## src/rtl/rf_wport_arbiter_if.sv

```systemverilog
// Bundle of WB, MDU, ID lookup and register file write port signals
// seen by the write-port arbiter.
interface rf_wport_arbiter_if;
    logic        wb_wr;
    logic [4:0]  wb_addr;
    logic [31:0] wb_data;
    logic        wb_stall;
    logic        mdu_issue;
    logic [4:0]  mdu_issue_addr;
    logic        issue_ok;
    logic        mdu_valid;
    logic [4:0]  mdu_addr;
    logic [31:0] mdu_data;
    logic        mdu_ready;
    logic        rf_wr;
    logic [4:0]  rf_addr;
    logic [31:0] rf_data;
    logic [4:0]  chk_addr1;
    logic [4:0]  chk_addr2;
    logic        chk_busy1;
    logic        chk_busy2;
    logic [2:0]  fifo_count;
    logic        proto_err;

    modport master (
        output wb_wr, wb_addr, wb_data,
        output mdu_issue, mdu_issue_addr,
        output mdu_valid, mdu_addr, mdu_data,
        output chk_addr1, chk_addr2,
        input  wb_stall, issue_ok, mdu_ready,
        input  rf_wr, rf_addr, rf_data,
        input  chk_busy1, chk_busy2,
        input  fifo_count, proto_err
    );

    modport slave (
        input  wb_wr, wb_addr, wb_data,
        input  mdu_issue, mdu_issue_addr,
        input  mdu_valid, mdu_addr, mdu_data,
        input  chk_addr1, chk_addr2,
        output wb_stall, issue_ok, mdu_ready,
        output rf_wr, rf_addr, rf_data,
        output chk_busy1, chk_busy2,
        output fifo_count, proto_err
    );
endinterface

```

## src/rtl/rf_wport_arbiter.sv

```systemverilog
// Register file write-port arbiter: WB has priority, MDU results are
// buffered in a FIFO, with starvation forcing and a busy scoreboard.
module rf_wport_arbiter #(
    parameter int DEPTH        = 2,
    parameter int STARVE_LIMIT = 4
) (
    input logic clk,
    input logic reset,
    rf_wport_arbiter_if.slave bus
);
    localparam int AW = (DEPTH > 1) ? $clog2(DEPTH) : 1;
    localparam logic [AW-1:0] LAST = AW'(DEPTH - 1);
    localparam logic [2:0] DEP = 3'(DEPTH);
    localparam logic [3:0] LIM = 4'(STARVE_LIMIT);

    logic [4:0]    addr_q [DEPTH];
    logic [31:0]   data_q [DEPTH];
    logic [AW-1:0] rd_q, rd_d;
    logic [AW-1:0] wr_q, wr_d;
    logic [2:0]    cnt_q, cnt_d;
    logic [3:0]    starve_q, starve_d;
    logic [31:0]   busy_q, busy_d;
    logic          perr_q, perr_d;

    logic        empty;
    logic        force_h;
    logic        ready;
    logic        push;
    logic        pop;
    logic        grant_wb;
    logic [4:0]  head_addr;
    logic [31:0] head_data;

    assign empty     = (cnt_q == 3'd0);
    assign ready     = (cnt_q < DEP);
    assign head_addr = addr_q[rd_q];
    assign head_data = data_q[rd_q];
    assign force_h   = !empty && (starve_q == LIM);
    assign pop       = !empty && (force_h || !bus.wb_wr);
    assign grant_wb  = bus.wb_wr && !force_h;
    assign push      = bus.mdu_valid && ready;

    assign bus.mdu_ready  = ready;
    assign bus.wb_stall   = bus.wb_wr && force_h;
    assign bus.fifo_count = cnt_q;
    assign bus.proto_err  = perr_q;
    assign bus.issue_ok   = !busy_q[bus.mdu_issue_addr];
    assign bus.chk_busy1  = (bus.chk_addr1 != 5'd0)
                          && busy_q[bus.chk_addr1];
    assign bus.chk_busy2  = (bus.chk_addr2 != 5'd0)
                          && busy_q[bus.chk_addr2];

    // Address 0 is never written, whichever side holds the port.
    always_comb begin
        bus.rf_wr   = 1'b0;
        bus.rf_addr = 5'd0;
        bus.rf_data = 32'd0;
        if (pop) begin
            bus.rf_wr   = (head_addr != 5'd0);
            bus.rf_addr = head_addr;
            bus.rf_data = head_data;
        end else if (grant_wb) begin
            bus.rf_wr   = (bus.wb_addr != 5'd0);
            bus.rf_addr = bus.wb_addr;
            bus.rf_data = bus.wb_data;
        end
    end

    always_comb begin
        cnt_d = cnt_q;
        unique case ({push, pop})
            2'b10:   cnt_d = cnt_q + 3'd1;
            2'b01:   cnt_d = cnt_q - 3'd1;
            default: cnt_d = cnt_q;
        endcase

        rd_d = rd_q;
        if (pop)
            rd_d = (rd_q == LAST) ? '0 : rd_q + 1'b1;
        wr_d = wr_q;
        if (push)
            wr_d = (wr_q == LAST) ? '0 : wr_q + 1'b1;

        starve_d = starve_q;
        if (empty || pop)
            starve_d = 4'd0;
        else if (starve_q < LIM)
            starve_d = starve_q + 4'd1;

        // Clear first so a same-cycle issue to that register wins.
        busy_d = busy_q;
        if (pop)
            busy_d[head_addr] = 1'b0;
        if (bus.mdu_issue && bus.mdu_issue_addr != 5'd0)
            busy_d[bus.mdu_issue_addr] = 1'b1;
        busy_d[0] = 1'b0;

        perr_d = perr_q;
        if (bus.mdu_issue && busy_q[bus.mdu_issue_addr])
            perr_d = 1'b1;
        if (push && bus.mdu_addr != 5'd0 && !busy_q[bus.mdu_addr])
            perr_d = 1'b1;
        if (grant_wb && bus.wb_addr != 5'd0 && busy_q[bus.wb_addr])
            perr_d = 1'b1;
        if (bus.mdu_valid && !ready)
            perr_d = 1'b1;
    end

    always_ff @(posedge clk) begin
        if (reset) begin
            rd_q     <= '0;
            wr_q     <= '0;
            cnt_q    <= 3'd0;
            starve_q <= 4'd0;
            busy_q   <= 32'd0;
            perr_q   <= 1'b0;
        end else begin
            rd_q     <= rd_d;
            wr_q     <= wr_d;
            cnt_q    <= cnt_d;
            starve_q <= starve_d;
            busy_q   <= busy_d;
            perr_q   <= perr_d;
        end
    end

    always_ff @(posedge clk) begin
        if (push) begin
            addr_q[wr_q] <= bus.mdu_addr;
            data_q[wr_q] <= bus.mdu_data;
        end
    end
endmodule

```

## src/flat_wrapper.sv

```systemverilog
// flat-port wrapper written by rule: the top's interface ports become plain ports
module rf_wport_arbiter_flat 
#(
    parameter int DEPTH        = 2,
    parameter int STARVE_LIMIT = 4
)
  (clk, reset, bus_wb_wr, bus_wb_addr, bus_wb_data, bus_mdu_issue, bus_mdu_issue_addr, bus_mdu_valid, bus_mdu_addr, bus_mdu_data, bus_chk_addr1, bus_chk_addr2, bus_wb_stall, bus_issue_ok, bus_mdu_ready, bus_rf_wr, bus_rf_addr, bus_rf_data, bus_chk_busy1, bus_chk_busy2, bus_fifo_count, bus_proto_err);
  rf_wport_arbiter_if bus_i ();
  input logic clk;
  input logic reset;
  input wire logic [$bits(bus_i.wb_wr)-1:0] bus_wb_wr;
  input wire logic [$bits(bus_i.wb_addr)-1:0] bus_wb_addr;
  input wire logic [$bits(bus_i.wb_data)-1:0] bus_wb_data;
  input wire logic [$bits(bus_i.mdu_issue)-1:0] bus_mdu_issue;
  input wire logic [$bits(bus_i.mdu_issue_addr)-1:0] bus_mdu_issue_addr;
  input wire logic [$bits(bus_i.mdu_valid)-1:0] bus_mdu_valid;
  input wire logic [$bits(bus_i.mdu_addr)-1:0] bus_mdu_addr;
  input wire logic [$bits(bus_i.mdu_data)-1:0] bus_mdu_data;
  input wire logic [$bits(bus_i.chk_addr1)-1:0] bus_chk_addr1;
  input wire logic [$bits(bus_i.chk_addr2)-1:0] bus_chk_addr2;
  output wire logic [$bits(bus_i.wb_stall)-1:0] bus_wb_stall;
  output wire logic [$bits(bus_i.issue_ok)-1:0] bus_issue_ok;
  output wire logic [$bits(bus_i.mdu_ready)-1:0] bus_mdu_ready;
  output wire logic [$bits(bus_i.rf_wr)-1:0] bus_rf_wr;
  output wire logic [$bits(bus_i.rf_addr)-1:0] bus_rf_addr;
  output wire logic [$bits(bus_i.rf_data)-1:0] bus_rf_data;
  output wire logic [$bits(bus_i.chk_busy1)-1:0] bus_chk_busy1;
  output wire logic [$bits(bus_i.chk_busy2)-1:0] bus_chk_busy2;
  output wire logic [$bits(bus_i.fifo_count)-1:0] bus_fifo_count;
  output wire logic [$bits(bus_i.proto_err)-1:0] bus_proto_err;
  assign bus_i.wb_wr = bus_wb_wr;
  assign bus_i.wb_addr = bus_wb_addr;
  assign bus_i.wb_data = bus_wb_data;
  assign bus_i.mdu_issue = bus_mdu_issue;
  assign bus_i.mdu_issue_addr = bus_mdu_issue_addr;
  assign bus_i.mdu_valid = bus_mdu_valid;
  assign bus_i.mdu_addr = bus_mdu_addr;
  assign bus_i.mdu_data = bus_mdu_data;
  assign bus_i.chk_addr1 = bus_chk_addr1;
  assign bus_i.chk_addr2 = bus_chk_addr2;
  assign bus_wb_stall = bus_i.wb_stall;
  assign bus_issue_ok = bus_i.issue_ok;
  assign bus_mdu_ready = bus_i.mdu_ready;
  assign bus_rf_wr = bus_i.rf_wr;
  assign bus_rf_addr = bus_i.rf_addr;
  assign bus_rf_data = bus_i.rf_data;
  assign bus_chk_busy1 = bus_i.chk_busy1;
  assign bus_chk_busy2 = bus_i.chk_busy2;
  assign bus_fifo_count = bus_i.fifo_count;
  assign bus_proto_err = bus_i.proto_err;
  rf_wport_arbiter #(.DEPTH(DEPTH), .STARVE_LIMIT(STARVE_LIMIT)) u_core (.clk(clk), .reset(reset), .bus(bus_i));
endmodule
```

## config.mk

```make
export PLATFORM = sky130hd
export DESIGN_NAME = rf_wport_arbiter_flat
export DESIGN_NICKNAME = d
export VERILOG_FILES = /design/src/rtl/rf_wport_arbiter_if.sv /design/src/rtl/rf_wport_arbiter.sv /design/src/flat_wrapper.sv
export SDC_FILE = /design/constraint.sdc
export NUM_CORES = 1
export LEC_CHECK = 0
export CAP_MARGIN = 10
export CORE_UTILIZATION = 30
export DETAILED_ROUTE_END_ITERATION = 6
export PLACE_DENSITY_LB_ADDON = 0.2
export SETUP_SLACK_MARGIN = 0.4
export SYNTH_ARGS = -nofsm -noshare
export SYNTH_HDL_FRONTEND = slang
export SYNTH_SLANG_ARGS = --single-unit
```

## constraint.sdc

```tcl
create_clock -name clk -period 3.1 [get_ports clk]
set_clock_uncertainty 0.05 [all_clocks]
set_input_delay 0.775 -clock clk [delete_from_list [all_inputs] [get_ports clk]]
set_output_delay 0.775 -clock clk [all_outputs]
set_load 0.01 [all_outputs]
```

* Word-level counts from Yosys, hierarchy flattened
Memory sizes are Yosys's and may differ from the RTL's. A register that Yosys moved wholly into a read port is not among the register bits.
Cells that the tools add are included.
** Cells by class
- Add/sub/neg operators :: 5
- Order comparisons :: 10
- Equality and inequality tests :: 3
- Multiplexer cells :: 35
- Bitwise operators :: 3
- Reductions and logical operators :: 34
** Operators with widths (count)
- 2-to-1 mux 32 bit :: 4
- < comparator 5 x 6 -> 1 bit, second input constant :: 6
- AND 32 bit :: 1
- NOT 32 bit :: 1
- OR 32 bit :: 1
- nonzero test 5 bit :: 6
- binary-select mux 1 bit (select 5 bit) :: 5
- 2-to-1 mux 1 bit :: 21
- logical AND 1 bit :: 16
- demux 1 bit (select 5 bit) :: 2
- greater-or-equal comparator 5 x 1 -> 1 bit, second input constant :: 2
- 2-to-1 mux 5 bit :: 2
- logical NOT 1 bit :: 6
- case mux 3 bit (2 select lines) :: 1
- adder 4 x 1 -> 4 bit, second input constant :: 1
- equality test 4 x 3 -> 1 bit, second input constant :: 1
- < comparator 4 x 3 -> 1 bit, second input constant :: 1
- nonzero test 4 bit :: 1
- adder 3 x 1 -> 3 bit, second input constant :: 1
- logical NOT 3 bit :: 1
- < comparator 3 x 2 -> 1 bit, second input constant :: 1
- subtractor 3 x 1 -> 3 bit, second input constant :: 1
- adder 1 bit, second input constant :: 2
- equality test 2 x 1 -> 1 bit, second input constant :: 1
- 4 further kinds :: 5
** Storage, ports and cells
- Register bits after elaboration :: 42
- Bits in writable memories :: 74
- Input bits :: 94
- Output and inout port bits :: 47
- Logic and storage cells :: 99
- Memories kept :: 2
** Memories
- u_core.data_q :: words 2, bits a word 32, read ports 1, clocked after memory_dff 1, write ports 1, line rf_wport_arbiter.sv:17 : logic [31:0] data_q [DEPTH];
- u_core.addr_q :: words 2, bits a word 5, read ports 1, clocked after memory_dff 1, write ports 1, line rf_wport_arbiter.sv:16 : logic [4:0] addr_q [DEPTH];

* Depth between registers and ports, before layout
Gate-level depths: netlist of run 1.
- Word-level depth :: 9
- Mapped depth :: 13
- Mapped depth without buffers :: 12

* Least setup slack after synthesis of run 1
OpenSTA, ideal clock, no wires.
- Path kind :: in2out
- Start point :: input port bus_chk_addr2[0]
- End point :: output port bus_chk_busy2
- Data arrival time :: 2.261 ns
- Data required time :: 2.275 ns
- Path slack :: 0.014 ns
- Stages on the path :: 4
- Path buffers :: 1
- Path through :: buf_2 mux4_2 mux4_2 mux2_2
** On the way
- Longest elaborated chain between the ends :: 3
- Elaborated cells on any way between the ends :: 4
** RTL lines
- from (decl) :: line flat_wrapper.sv:20 : input wire logic [$bits(bus_i.chk_addr2)-1:0] bus_chk_addr2;
- binary-select mux 1 bit (select 5 bit) :: line rf_wport_arbiter.sv:51 : && busy_q[bus.chk_addr2];
- 2-to-1 mux 1 bit (implied by the code) :: line rf_wport_arbiter.sv:51
- logical AND 1 bit * :: line rf_wport_arbiter.sv:51
- to (decl) :: line flat_wrapper.sv:28 : output wire logic [$bits(bus_i.chk_busy2)-1:0] bus_chk_busy2;
Mark *: on every way between the ends. The rest lies on a longest branch, timed or not. The select of a mux whose other input is x is not followed.

* Worst setup path in the final report of run 1
- Start point :: input port bus_chk_addr1[0]
- End point :: output port bus_chk_busy1
** On the way
- Longest elaborated chain between the ends :: 3
- Elaborated cells on any way between the ends :: 4
** RTL lines
- from (decl) :: line flat_wrapper.sv:19 : input wire logic [$bits(bus_i.chk_addr1)-1:0] bus_chk_addr1;
- binary-select mux 1 bit (select 5 bit) :: line rf_wport_arbiter.sv:49 : && busy_q[bus.chk_addr1];
- 2-to-1 mux 1 bit (implied by the code) :: line rf_wport_arbiter.sv:49
- logical AND 1 bit * :: line rf_wport_arbiter.sv:49
- to (decl) :: line flat_wrapper.sv:27 : output wire logic [$bits(bus_i.chk_busy1)-1:0] bus_chk_busy1;
Marked as above.

==> metrics.txt, run 1 <==
Final setup viols 2; crit-path max FO 5; Final Critical Period 3.165 ns; largest net degree at the start of global routing 38; maxcap violations 0; vias in the first global route 5770; Syn Inst Count 553; Min-Delay Path Class flop to flop; drt initial violations 324; Leakage Power 3.762 nW; gpl congestion 0.8661; Via-to-Cell Ratio 5.279; CTS clock-pin slew for the worst setup and hold paths 0.05 ns; Area contributors post-synth edfxtp_1 36%, dfxtp_1 14%, mux4_2 13%; routed via count 5664; number of antenna diodes 0; Most Crowded Layer GR met2; reg2reg end u_core.bus.fifo_count[2]$_SDFFE_PP0P_; hold_sp u_core.starve_q[3]$_SDFFE_PP0N_; num ports 141; Num CTS Buffers 17; post-layout util 0.4892; Fmax 316.0 MHz; startpoint types input pin; final hold violations 0; highest cell delay on the worst timing path 0.49 ns; worst setup path class input pin to output pin; Reg2Reg Depth 15; average cell area after synthesis 11.24 um^2; Core Area 20300 um^2; Post-Route WL 22240 um; largest buffer count on any clock path 2; hold endpoint u_core.starve_q[3]$_SDFFE_PP0N_; Cell Rows 52; Initial DRT Pass Iterations 5; synth unique cells 53; CP Capture Type output pin; Die X 145.9 um; post-route ant nets 0; flop2flop setup slack 0.47 ns; Primary FF master, synth edfxtp_1; met3 global-route usage 0.05768; Initial Utilization 0.3062; DP HPWL 14150 um; final instance area 9930 um^2; largest area contributor in the netlist edfxtp_1; Fin Hold WS 0.4571 ns; H-tree depth 4; initial antenna violation count 0; Tightest Pin Transition 0.7511 ns; Top delay family on crit path multiplexers; asr flop ratio synth 0; Yosys reg bits 116; Final Slew Violations 0; post-cts hold buffer count 0; grt met2 use 0.3356; Worst Path Required 2.27 ns; clock sinks 116; PD cells 645.0 nW/um^2; full die area 21300 um^2; status complete, but fails checks; DR DRC count 0; post-synth top area share 0.3575; CP dominant cell by count mux4_2; Syn Nets 651; GR Layer Usage met1 0.2811; Cell Area, Placed 8362 um^2; IO buf count 140; WP data arrival 2.34 ns; Die Span Y 145.9 um; gr ovfl total 0; failing checks negative setup slack; TritonCTS clock tree yes; Seq/Total Area, Yosys 0.4928; layout cells sized above 1 0.3848; Slowest-stage cell, CP mux4_2; area grow syn2layout 59.74%; unrepaired setup endpoints after global routing true; hold path depth 2; Post-Synthesis Cell Area 6216 um^2; WL/cell 20.73 um; first-pass GRT wire length 33820 um; Peak VDD IR 0.4097 mV; worst r2r src u_core.starve_q[1]$_SDFFE_PP0N_; GRT Total Usage 0.2117; period utilisation layout 1.021; root buffer cell clkbuf_16; Post-synth EDFFs 74; yosys warns 0; Layout Nets 888; Slew Limit Headroom 0.4974; WP buf/inv 3; Final WS setup -0.06454 ns; critical-path cell list buf_8 > buf_12 > mux4_2 > mux4_2 > mux2_4 > buf_6; clock latency on the worst-skew pair 0.41 ns
==> area by class of cell <==
cell class,count,area [um^2]
Inverter,13,56.30
Multi-Input combinational cell,392,3334
Clock buffer,17,425.4
Tap cell,270,337.8
Clock inverter,15,157.7
Sequential cell,116,3069
Timing Repair Buffer,250,2549
Fill cell,1823,10370
==> how the worst max path moves through the flow <==
stage               cells after the start  slack [ns]              from             to
floorplan                               4        0.17  bus_chk_addr1[0]  bus_chk_busy1
global placement                        6       -0.86  bus_chk_addr1[0]  bus_chk_busy1
detailed placement                      6       -0.87  bus_chk_addr2[0]  bus_chk_busy2
CTS                                     6       -0.07  bus_chk_addr1[0]  bus_chk_busy1
global route                            6       -0.10  bus_chk_addr1[0]  bus_chk_busy1
finish                                  6       -0.06  bus_chk_addr1[0]  bus_chk_busy1
==> per-layer routing <==
layer | share of wire | wire (um)
met5 | 0 | 0
met4 | 0.026 | 576
met3 | 0.082 | 1814
met2 | 0.47 | 10390
met1 | 0.43 | 9459
==> cells in the final DEF (no fill, tap or decap), types with 18 or more instances in the layout <==
master | netlist | final
o21ai_2 | 0 | 35
edfxtp_1 | 74 | 74
a21oi_1 | 40 | 40
mux2i_1 | 47 | 47
buf_2 | 12 | 36
clkbuf_16 | 0 | 18
clkdlybuf4s50_1 | 0 | 83
buf_4 | 1 | 64
o21ai_0 | 73 | 34
mux4_2 | 36 | 36
buf_6 | 0 | 23
nand2_1 | 89 | 77
dfxtp_1 | 42 | 39
==> through the flow <==
stage / total power, mW / instances / setup WS, ns / TNS (ns)
floorplan: 3.018 / 553 / 0.1655 / 0
global placement: 3.846 / 992 / -0.8593 / -8.192
detailed placement: 3.885 / 992 / -0.8706 / -8.335
CTS: 6.356 / 1068 / -0.06898 / -0.1359
global route: 6.714 / 1073 / -0.1045 / -0.1996
finish: 6.404 / 1073 / -0.06454 / -0.1251
==> power breakdown <==
group          switching (mW)  internal (mW)  total [mW]
registers               0.149           1.97        2.12
logic                    1.23           1.13        2.36
clock network           0.791           1.14        1.93
==> flip-flops by register name (all words and copies together), names as in the netlist, named ones only <==
register / flops
u_core.data_q: 64
u_core.bus.fifo_count: 3
u_core.starve_q: 4
u_core.busy_q: 31
u_core.bus.proto_err: 1
u_core.rd_q: 1
u_core.addr_q: 10
u_core.wr_q: 1
==> cells in the mapped netlist (2+ instances only) <==
| cell | number |
|---|---|
| a21oi_1 | 40 |
| and3_1 | 5 |
| and3b_1 | 4 |
| buf_1 | 4 |
| buf_2 | 12 |
| clkbuf_1 | 15 |
| dfxtp_1 | 42 |
| edfxtp_1 | 74 |
| ha_1 | 3 |
| inv_1 | 12 |
| mux2_2 | 10 |
| mux2i_1 | 47 |
| mux4_2 | 36 |
| nand2_1 | 89 |
| nand2b_1 | 6 |
| nand3_1 | 5 |
| nand3b_1 | 3 |
| nor2_1 | 18 |
| nor2b_1 | 5 |
| nor3_1 | 5 |
| nor3b_1 | 5 |
| o21ai_0 | 73 |
| o31ai_1 | 4 |
| o32ai_1 | 3 |
| or3_1 | 2 |
| xnor2_1 | 2 |
| xor2_1 | 3 |
==> cell families after synthesis <==
kind of cell               Yosys count  share of synthesized area
muxes                               93                     0.2242
DFF                                116                     0.4928
AOI/OAI and AO/OA                  136                     0.1218
buffers and inverters               45                    0.03019
and+or+nand+nor                    154                     0.1147
xor gates and xnor gates             5                   0.007046
adders and majority gates            4                   0.009260
==> timing repair <==
item	4_1_cts	5_1_grt
resized for setup	363	23
gates cloned	12	1
hold endpoints to repair	0	0
pin swaps	29	34
setup endpoints to repair	43	42
buffers inserted	32	4
==> worst reg2reg max path, delay by kind of cell (launching register included) <==
| kind | cells | cell delay, ns |
|---|---|---|
| fa+ha+maj | 3 | 0.61 |
| buf+inv | 6 | 0.60 |
| simple gates | 3 | 0.54 |
| flops | 1 | 0.32 |
| compound gates | 2 | 0.28 |
| xor+xnor | 1 | 0.15 |
(Power assumes the default switching activity.)
==> run 2: changes to the inputs <==
Settings changed: CAP_MARGIN 10 to unset, SKIP_CTS_REPAIR_TIMING set to 1.
==> metrics.txt, run 2 (synthesis results as in run 1) <==
critical-path cell list buf_8 > buf_12 > mux4_2 > mux4_2 > mux2_4 > buf_6; PD cells 629.4 nW/um^2; Worst Path Required 2.27 ns; Initial Utilization 0.3062; post-route ant nets 0; max reg flops 64; worst setup path class input pin to output pin; largest buffer count on any clock path 2; failing checks negative setup slack; Die Span Y 145.9 um; Min-Delay Path Class flop to flop; TritonCTS clock tree yes; initial antenna violation count 0; Core Area 20300 um^2; CP dominant cell by count mux4_2; WP data arrival 2.34 ns; Leakage Power 3.672 nW; routed via count 5533; Via-to-Cell Ratio 5.245; Final setup viols 2; root buffer cell clkbuf_16; Regs by FF count u_core.data_q: 64 flops, u_core.busy_q: 31 flops, u_core.addr_q: 10 flops; Cell Area, Placed 8362 um^2; vias in the first global route 5404; Setup WS pre-CTS -0.8706 ns; WL/cell 20.01 um; final hold violations 0; Layout Nets 870; DP HPWL 14150 um; maxcap violations 0; Fmax 316.1 MHz; area grow syn2layout 54.39%; period utilisation layout 1.021; DR DRC count 0; Slew Limit Headroom 0.5038; status complete, but fails checks; IO buf count 140; H-tree depth 4; number of antenna diodes 0; full die area 21300 um^2; Die X 145.9 um; commonest non-fill, non-tap cells in the layout 83 x clkdlybuf4s50_1, 74 x edfxtp_1, 61 x buf_4; Cell Rows 52; Post-Route WL 21110 um; Slowest-stage cell, CP mux4_2; Final Critical Period 3.164 ns; startpoint types input pin; final instance area 9597 um^2; WP buf/inv 3; placed cells 992; Final WS setup -0.06398 ns; gr ovfl total 0; gpl congestion 0.8661; Non-Filler Instances 1055; most common cell after layout, fill and taps aside clkdlybuf4s50_1; Peak VDD IR 0.4068 mV; Num CTS Buffers 17; Tightest Pin Transition 0.7415 ns; clock latency on the worst-skew pair 0.41 ns; Top delay family on crit path multiplexers; num ports 141; drt initial violations 393; CTS clock-pin slew for the worst setup and hold paths 0.06 ns; crit-path max FO 5; Initial DRT Pass Iterations 4; Top reg by flops u_core.data_q; unrepaired setup endpoints after global routing true; Setup TNS -0.1180 ns; layout cells sized above 1 0.3809; largest net degree at the start of global routing 38; Final Slew Violations 0; CP Capture Type output pin; first-pass GRT wire length 30350 um; highest cell delay on the worst timing path 0.49 ns; clock sinks 116; GRT Total Usage 0.1869
==> run 2: cell type report <==
type                       instances  area, um^2
inverter                          13       53.80
clock inverter                    15       157.7
sequential                       116        3069
timing repair buffer             232        2250
multi-input combinational        392        3303
tap                              270       337.8
clock buffer                      17       425.4
fill                            1895       10700
==> run 2: per-stage QoR <==
stage,hold WS [ns],util,total power [mW]
floorplan,0.3974,-,3.018
global placement,0.4067,0.4119,3.846
detailed placement,0.4310,0.4119,3.885
CTS,0.4383,0.4406,5.832
global route,0.4801,0.4728,6.346
finish,0.4355,0.4728,6.041
==> run 2: tightest hold or removal path, delay by kind of cell (launching register included) <==
family	cells	cell delay [ns]
flip-flops	1	0.33
buffers and inverters	1	0.07
AND/OR/NAND/NOR	1	0.04
==> run 2: worst paths after layout <==
kind / slack [ns] / cells after the start / to / from
min: 0.44 / 2 / u_core.starve_q[3]$_SDFFE_PP0N_ / u_core.starve_q[3]$_SDFFE_PP0N_
max reg2reg: 0.54 / 14 / u_core.bus.fifo_count[2]$_SDFFE_PP0P_ / u_core.starve_q[1]$_SDFFE_PP0N_
min reg2reg: 0.44 / 2 / u_core.starve_q[3]$_SDFFE_PP0N_ / u_core.starve_q[3]$_SDFFE_PP0N_
max: -0.06 / 6 / bus_chk_busy2 / bus_chk_addr2[0]
==> run 2: routing by layer <==
| layer | GRT usage | vias to the layer above | wire, um |
|---|---|---|---|
| li1 | - | 2551 | - |
| met3 | 0.05768 | 37 | 1833 |
| met1 | 0.2425 | 2693 | 8984 |
| met5 | 0 | - | 0 |
| met4 | 0.05684 | 0 | 473 |
| met2 | 0.2981 | 252 | 9821 |
==> run 2: where the power goes <==
group	leakage, nW	switching (mW)	total [mW]	internal [mW]
logic	2.35	1.09	2.00	0.914
registers	1.03	0.148	2.11	1.97
clock network	0.288	0.786	1.92	1.14
total	3.67	2.02	6.04	4.02
